==> src/rtl/ps2_scancode_decoder.sv <==
// ---------------------------------------------------------------------------
// ps2_scancode_decoder
//
// Receives PS/2 device-to-host frames (start, 8 data bits LSB first, odd
// parity, stop) and turns the byte stream into key events. E0 (extended) and
// F0 (break) prefixes are absorbed into flags, and every other good byte is
// reported as one event carrying the scan code, a make/break flag and an
// extended flag. All logic runs on clk_50. PS2_CLK and PS2_DAT are
// asynchronous to it.
//
// Optional feature (compile-time macro PS2_TIMEOUT_EN):
//   When this macro is defined, a mid-frame watchdog is built. A frame that
//   stalls for TIMEOUT_CYCLES clk_50 cycles is aborted and reported on
//   frame_err. When it is not defined, no counter is built and a truncated
//   frame waits until the next reset.
//
// Parameters:
//   SYNC_STAGES     synchroniser depth for PS2_CLK / PS2_DAT (>= 2)
//   FILTER_LEN      consecutive disagreeing samples before the filtered clock moves
//   TIMEOUT_CYCLES  watchdog limit (used only with PS2_TIMEOUT_EN)
//
// Ports:
//   clk_50      in   system clock
//   rst_n       in   synchronous reset, active low
//   PS2_CLK     in   PS/2 clock line (async, idle high)
//   PS2_DAT     in   PS/2 data line (async, idle high)
//   code_valid  out  one-cycle pulse, new key event on code_*
//   code_out    out  scan code with prefixes removed, held between events
//   code_make   out  1 = press, 0 = release, held with code_out
//   code_ext    out  1 = event was E0-prefixed, held with code_out
//   frame_err   out  one-cycle pulse on bad parity, bad stop bit or timeout
// ---------------------------------------------------------------------------
module ps2_scancode_decoder #(
    parameter int SYNC_STAGES    = 2,
    parameter int FILTER_LEN     = 8,
    parameter int TIMEOUT_CYCLES = 50000
) (
    input  logic       clk_50,
    input  logic       rst_n,
    input  logic       PS2_CLK,
    input  logic       PS2_DAT,
    output logic       code_valid,
    output logic [7:0] code_out,
    output logic       code_make,
    output logic       code_ext,
    output logic       frame_err
);

    localparam int FW = $clog2(FILTER_LEN + 1);
    localparam logic [FW-1:0] FILT_MAX = FW'(FILTER_LEN - 1);

    typedef enum logic [1:0] {
        S_IDLE,
        S_DATA,
        S_PARITY,
        S_STOP
    } state_e;

    // Illegal parameter values are rejected when the design is elaborated.
    if (SYNC_STAGES < 2 || FILTER_LEN < 1 || TIMEOUT_CYCLES < 1) begin : g_param_check
        $error("ps2_scancode_decoder: illegal parameter value");
    end

    // ------------------------------------------------------------------
    // Input synchronisers and clock glitch filter
    // ------------------------------------------------------------------
    logic [SYNC_STAGES-1:0] clk_sync_q, clk_sync_d;
    logic [SYNC_STAGES-1:0] dat_sync_q, dat_sync_d;
    logic                   filt_clk_q, filt_clk_d;
    logic [FW-1:0]          filt_cnt_q, filt_cnt_d;
    logic                   clk_s, dat_s, strobe;

    assign clk_s = clk_sync_q[SYNC_STAGES-1];
    assign dat_s = dat_sync_q[SYNC_STAGES-1];

    // NOTE: every combinational output gets a default before any branch.
    // Without that default, a path that skips an assignment would infer a latch.
    always_comb begin
        clk_sync_d = {clk_sync_q[SYNC_STAGES-2:0], PS2_CLK};
        dat_sync_d = {dat_sync_q[SYNC_STAGES-2:0], PS2_DAT};
        filt_clk_d = filt_clk_q;
        filt_cnt_d = '0;
        // Any agreeing sample restarts the run, so a glitch shorter than
        // FILTER_LEN samples never moves the filtered clock.
        if (clk_s != filt_clk_q) begin
            if (filt_cnt_q == FILT_MAX) begin
                filt_clk_d = clk_s;
            end else begin
                filt_cnt_d = filt_cnt_q + FW'(1);
            end
        end
    end

    // The host samples data on the falling edge of the filtered clock.
    assign strobe = filt_clk_q & ~filt_clk_d;

    // ------------------------------------------------------------------
    // Optional mid-frame watchdog
    // ------------------------------------------------------------------
    state_e state_q, state_d;
    logic   timeout;

`ifdef PS2_TIMEOUT_EN
    localparam int TO_W = $clog2(TIMEOUT_CYCLES + 1);
    localparam logic [TO_W-1:0] TO_MAX = TO_W'(TIMEOUT_CYCLES);

    logic [TO_W-1:0] to_cnt_q, to_cnt_d;

    always_comb begin
        to_cnt_d = to_cnt_q;
        timeout  = 1'b0;
        if (state_q == S_IDLE || strobe) begin
            to_cnt_d = '0;
        end else if (to_cnt_q != TO_MAX) begin
            // The counter saturates at TO_MAX, so an abort fires only once.
            to_cnt_d = to_cnt_q + TO_W'(1);
            timeout  = (to_cnt_d == TO_MAX);
        end
    end

    always_ff @(posedge clk_50) begin
        if (!rst_n) begin
            to_cnt_q <= '0;
        end else begin
            to_cnt_q <= to_cnt_d;
        end
    end
`else
    assign timeout = 1'b0;
`endif

    // ------------------------------------------------------------------
    // Frame FSM and prefix decoder
    // ------------------------------------------------------------------
    logic [2:0] bit_cnt_q, bit_cnt_d;
    logic [7:0] shift_q, shift_d;
    logic       par_q, par_d;
    logic       ext_q, ext_d;
    logic       brk_q, brk_d;
    logic       code_valid_q, code_valid_d;
    logic [7:0] code_out_q, code_out_d;
    logic       code_make_q, code_make_d;
    logic       code_ext_q, code_ext_d;
    logic       frame_err_q, frame_err_d;
    logic       frame_ok;

    // The XOR over the data and parity bits is 1 when parity is odd.
    // The stop bit is the line value at the current strobe.
    assign frame_ok = (^{shift_q, par_q}) & dat_s;

    always_comb begin
        state_d      = state_q;
        bit_cnt_d    = bit_cnt_q;
        shift_d      = shift_q;
        par_d        = par_q;
        ext_d        = ext_q;
        brk_d        = brk_q;
        code_valid_d = 1'b0;
        frame_err_d  = 1'b0;
        code_out_d   = code_out_q;
        code_make_d  = code_make_q;
        code_ext_d   = code_ext_q;

        if (strobe) begin
            unique case (state_q)
                S_IDLE: begin
                    if (!dat_s) begin
                        state_d   = S_DATA;
                        bit_cnt_d = '0;
                    end
                end
                S_DATA: begin
                    shift_d = {dat_s, shift_q[7:1]};
                    if (bit_cnt_q == 3'd7) begin
                        state_d = S_PARITY;
                    end else begin
                        bit_cnt_d = bit_cnt_q + 3'd1;
                    end
                end
                S_PARITY: begin
                    par_d   = dat_s;
                    state_d = S_STOP;
                end
                S_STOP: begin
                    state_d = S_IDLE;
                    if (!frame_ok) begin
                        frame_err_d = 1'b1;
                        ext_d       = 1'b0;
                        brk_d       = 1'b0;
                    end else if (shift_q == 8'hE0) begin
                        ext_d = 1'b1;
                    end else if (shift_q == 8'hF0) begin
                        brk_d = 1'b1;
                    end else begin
                        code_valid_d = 1'b1;
                        code_out_d   = shift_q;
                        code_make_d  = ~brk_q;
                        code_ext_d   = ext_q;
                        ext_d        = 1'b0;
                        brk_d        = 1'b0;
                    end
                end
                default: state_d = S_IDLE;
            endcase
        end

        // A timeout happens only in a cycle with no strobe. So it never
        // collides with the pulse that a completed frame produces.
        if (timeout) begin
            state_d     = S_IDLE;
            frame_err_d = 1'b1;
            ext_d       = 1'b0;
            brk_d       = 1'b0;
        end
    end

    // NOTE: sequential state updates use non-blocking assignments only. Every
    // flop then samples the values from before the edge, whatever the statement order.
    always_ff @(posedge clk_50) begin
        if (!rst_n) begin
            clk_sync_q   <= '1;
            dat_sync_q   <= '1;
            filt_clk_q   <= 1'b1;
            filt_cnt_q   <= '0;
            state_q      <= S_IDLE;
            bit_cnt_q    <= '0;
            shift_q      <= '0;
            par_q        <= 1'b0;
            ext_q        <= 1'b0;
            brk_q        <= 1'b0;
            code_valid_q <= 1'b0;
            code_out_q   <= '0;
            code_make_q  <= 1'b0;
            code_ext_q   <= 1'b0;
            frame_err_q  <= 1'b0;
        end else begin
            clk_sync_q   <= clk_sync_d;
            dat_sync_q   <= dat_sync_d;
            filt_clk_q   <= filt_clk_d;
            filt_cnt_q   <= filt_cnt_d;
            state_q      <= state_d;
            bit_cnt_q    <= bit_cnt_d;
            shift_q      <= shift_d;
            par_q        <= par_d;
            ext_q        <= ext_d;
            brk_q        <= brk_d;
            code_valid_q <= code_valid_d;
            code_out_q   <= code_out_d;
            code_make_q  <= code_make_d;
            code_ext_q   <= code_ext_d;
            frame_err_q  <= frame_err_d;
        end
    end

    assign code_valid = code_valid_q;
    assign code_out   = code_out_q;
    assign code_make  = code_make_q;
    assign code_ext   = code_ext_q;
    assign frame_err  = frame_err_q;

endmodule

==> config.mk <==
export PLATFORM = sky130hd
export DESIGN_NAME = ps2_scancode_decoder
export DESIGN_NICKNAME = d
export VERILOG_FILES = /design/src/rtl/ps2_scancode_decoder.sv
export SDC_FILE = /design/constraint.sdc
export NUM_CORES = 1
export LEC_CHECK = 0
export CAP_MARGIN = 20
export CORE_MARGIN = 2
export CORE_UTILIZATION = 45
export CTS_BUF_LIST = sky130_fd_sc_hd__clkbuf_8 sky130_fd_sc_hd__clkbuf_16
export DETAILED_ROUTE_END_ITERATION = 10
export PLACE_DENSITY = 0.67
export SETUP_SLACK_MARGIN = 0.3
export SLEW_MARGIN = 10
export SYNTH_ARGS = -nofsm -noshare
export SYNTH_HDL_FRONTEND = slang
export SYNTH_SLANG_ARGS = --single-unit
==> constraint.sdc <==
create_clock -name clk_50 -period 2.3 [get_ports clk_50]
set_clock_uncertainty 0.2 [all_clocks]
set_input_delay 0.575 -clock clk_50 [delete_from_list [all_inputs] [get_ports clk_50]]
set_output_delay 0.575 -clock clk_50 [all_outputs]
set_load 0.02 [all_outputs]
==> summary.txt <==
Floorplanning
  • Die ar.: 4020 um2
  • Die width: 63.4 um
  • Core area: 3360 um2
  • Starting density of the core: 47.2%
  • IO Pins: 16
  • Standard-cell row count: 21
  • Die extent in y: 63.4 um

CTS
  • Reg clk slew, reported paths: 0.07 ns
  • Clock buffer count from CTS: 5
  • TritonCTS clock tree: built
  • Clock Tree Buf Depth: 2
  • CTS root buf: clkbuf_8
  • Worst skew pair latency: 0.28 ns
  • Clock sinks: 37
  • # H-tree levels: 2

Finish
  • Fillers: 331
  • Fin area: 1940 um2
  • ANT cells: 0
  • Final std cells w/o fill: 231
  • Share of layout cells above drive strength 1: 13.0%
  • Final nets: 196
  • Area grow syn2layout: 22.6%

Hold path
  • Hold path depth: 1
  • Hold Startpoint: clk_sync_q[0]
  • Hold WC Path Type: reg2reg

Global routing
  • Largest net degree at the start of global routing: 20
  • Congestion Overflow GR: 0
  • Global-route wire length before repair: 4850 um
  • Tot GR Track Use: 15.3%
  • Initial antenna violation count: 0
  • Number of global-route vias before repair: 1125

STA
  • Hold Vio Cnt, Final: 0
  • Highest Clock Rate: 0.502 GHz
  • Final Setup Violations: 0
  • Slew headroom: 72.0%
  • Final worst-path cycle share: 86.7%
  • Max-slew violations: 0
  • Fin crit period: 1.99 ns
  • RSZ-0062 raised after global routing: yes
  • Slew of the pin with the lowest slew margin: 0.416 ns
  • Total negative slack: 0 ns

Placed design
  • Dpl cell area: 1790 um2
  • Number of I/O port buffers: 15
  • GPL Wtd Cong: 0.714
  • Placed insts: 222

Power and ir drop
  • Leakage: 0.978 nW
  • IR drop worst, VDD: 0.000272 V
  • PwrDens: 568 nW/um2

Detailed routing
  • Drt drc: 0
  • Initial drt markers: 49
  • Drt total wl: 2700 um
  • Detailed-route via count: 1114
  • Routed vias/inst: 4.82
  • 1st-pass router iterations: 4
  • Antenna viol nets, final: 0
  • Drt wl/cell: 11.7 um

Synthesis
  • FFs w/ async S/R, synth: 0%
  • Number of cells produced by synthesis: 162
  • Syn avg cell area: 9.79 um2
  • Largest area contributor in the netlist: dfxtp_1
  • Flops & latches, synth: 37
  • Number of synthesized flops with an enable pin: 0
  • Synth Cell Area: 1590 um2
  • Synth top area share: 46.7%
  • Top-count cell post-synth: dfxtp_1
  • Synth warn: 0
  • Main area contributors after synthesis: dfxtp_1 47%, mux2i_1 15%, nand2_1 5.7%
  • Post-synthesis net count: 173
  • Sequential area share after synthesis: 46.7%
  • Synth Flop Type: dfxtp_1
  • Post-synth top cells: 37 x dfxtp_1, 24 x mux2i_1, 24 x nand2_1, 21 x nor2_1, 7 x ha_1
  • Synth unique cells: 27

Worst setup path
  • Critical path's top delay family: XOR/XNOR gates
  • Slowest-stage cell, CP: xnor3_1
  • Sequence of cells on the critical path: xnor2_2, xnor3_1, xnor2_2, and4b_4, mux2i_1
  • Slowest Stage Delay on Critical Path: 0.45 ns
  • Worst path required time: 2.31 ns
  • Crit end category: flop
  • Worst-case reg-to-reg path depth: 5
  • Start point of the critical path: shift_q[1]
  • Most frequent CP cell: xnor2_2
  • Worst reg2reg path startpoint: shift_q[1]
  • Crit Path Max Fanout: 6
  • Worst Path Arrival: 2.00 ns
  • Crit path buf inv count: 0
  • Crit Path Category: reg2reg
  • CP Depth: 5
  • CP Launch Type: flop

Run status
  • Status: finished, final reports clean

Flow run
  • MaxCap Viol Count: 0
-- per-layer routing --
layer	global-route usage, %	vias up	part of all wire [%]
li1	-	582	-
met1	16.8	505	44
met2	27.0	21	50
met3	5.00	6	4.6
met4	6.52	0	1.7
met5	0	-	0
-- report_power, final --
group | switching, mW | total, mW | internal (mW)
Clock | 0.198 | 0.431 | 0.233
Sequential | 0.00311 | 0.647 | 0.644
Combinational | 0.0152 | 0.0268 | 0.0116
-- metrics by stage --
stage / util (%) / worst slack (ns) / power, mW / hold slack [ns]
after floorplan: - / 0.333 / 0.676 / 0.186
after global placement: 53.3 / 0.255 / 0.687 / 0.192
after detailed placement: 53.3 / 0.160 / 0.688 / 0.200
after CTS: 56.7 / 0.298 / 1.12 / 0.216
after global routing: 57.8 / 0.228 / 1.15 / 0.225
final: 57.8 / 0.306 / 1.11 / 0.211
-- area by class of cell --
type / count / area, um2 / area share (%)
Tap cell: 46 / 57.6 / 2.96
Inverter: 5 / 18.8 / 0.965
Timing Repair Buffer: 21 / 213 / 10.9
Sequential cell: 37 / 747 / 38.4
Multi-Input combinational cell: 115 / 822 / 42.3
Clock inverter: 1 / 3.75 / 0.193
Clock buffer: 6 / 82.6 / 4.25
-- state kept, by name (all words and copies together) (netlist names) --
signal      flops
filt_clk_q      1
state_q         2
par_q           1
frame_err       1
code_ext        1
dat_sync_q      2
ext_q           1
clk_sync_q      2
shift_q         8
brk_q           1
code_valid      1
filt_cnt_q      4
code_out        8
code_make       1
bit_cnt_q       3
-- kinds of logic (layout without fill, tap and decap cells) --
| family | count (synthesis) | in the layout | synth area share (%) |
|---|---|---|---|
| compound gates | 5 | 5 | 1.97 |
| xor+xnor | 10 | 10 | 6.86 |
| fa+ha+maj | 7 | 7 | 5.52 |
| buf+inv | 11 | 33 | 3.63 |
| flops | 37 | 37 | 46.7 |
| mux | 24 | 24 | 15.1 |
| simple gates | 68 | 69 | 20.2 |
-- timing repair --
| item | in CTS | in global routing |
|---|---|---|
| resized for setup | 5 | 14 |
| gates cloned | 1 | 0 |
| pin swaps | 2 | 2 |
| setup buffers | 1 | 0 |
| hold buffers | 0 | 0 |
| setup endpoints to repair | 13 | 34 |
-- layout by cell type, fill, tap and decap left out, types with 3 or more instances in the layout --
master,netlist,layout
clkbuf_8,0,6
nand2b_1,6,6
xor2_1,4,4
inv_1,5,6
clkdlybuf4s50_1,0,5
nor2_1,21,20
nand3_1,3,3
dfxtp_2,0,5
ha_1,7,7
xnor2_2,1,3
nand2_1,24,24
buf_4,0,6
mux2i_1,24,24
and2_1,3,3
dfxtp_1,37,32
dlymetal6s2s_1,0,8
-- final timing paths --
check | end | slack (ns)
worst max-delay path | code_make | 0.31
worst min-delay path | clk_sync_q[1] | 0.21
worst max register to register | code_make | 0.31
worst min register to register | clk_sync_q[1] | 0.21
Power figures use the tool's default switching activity.
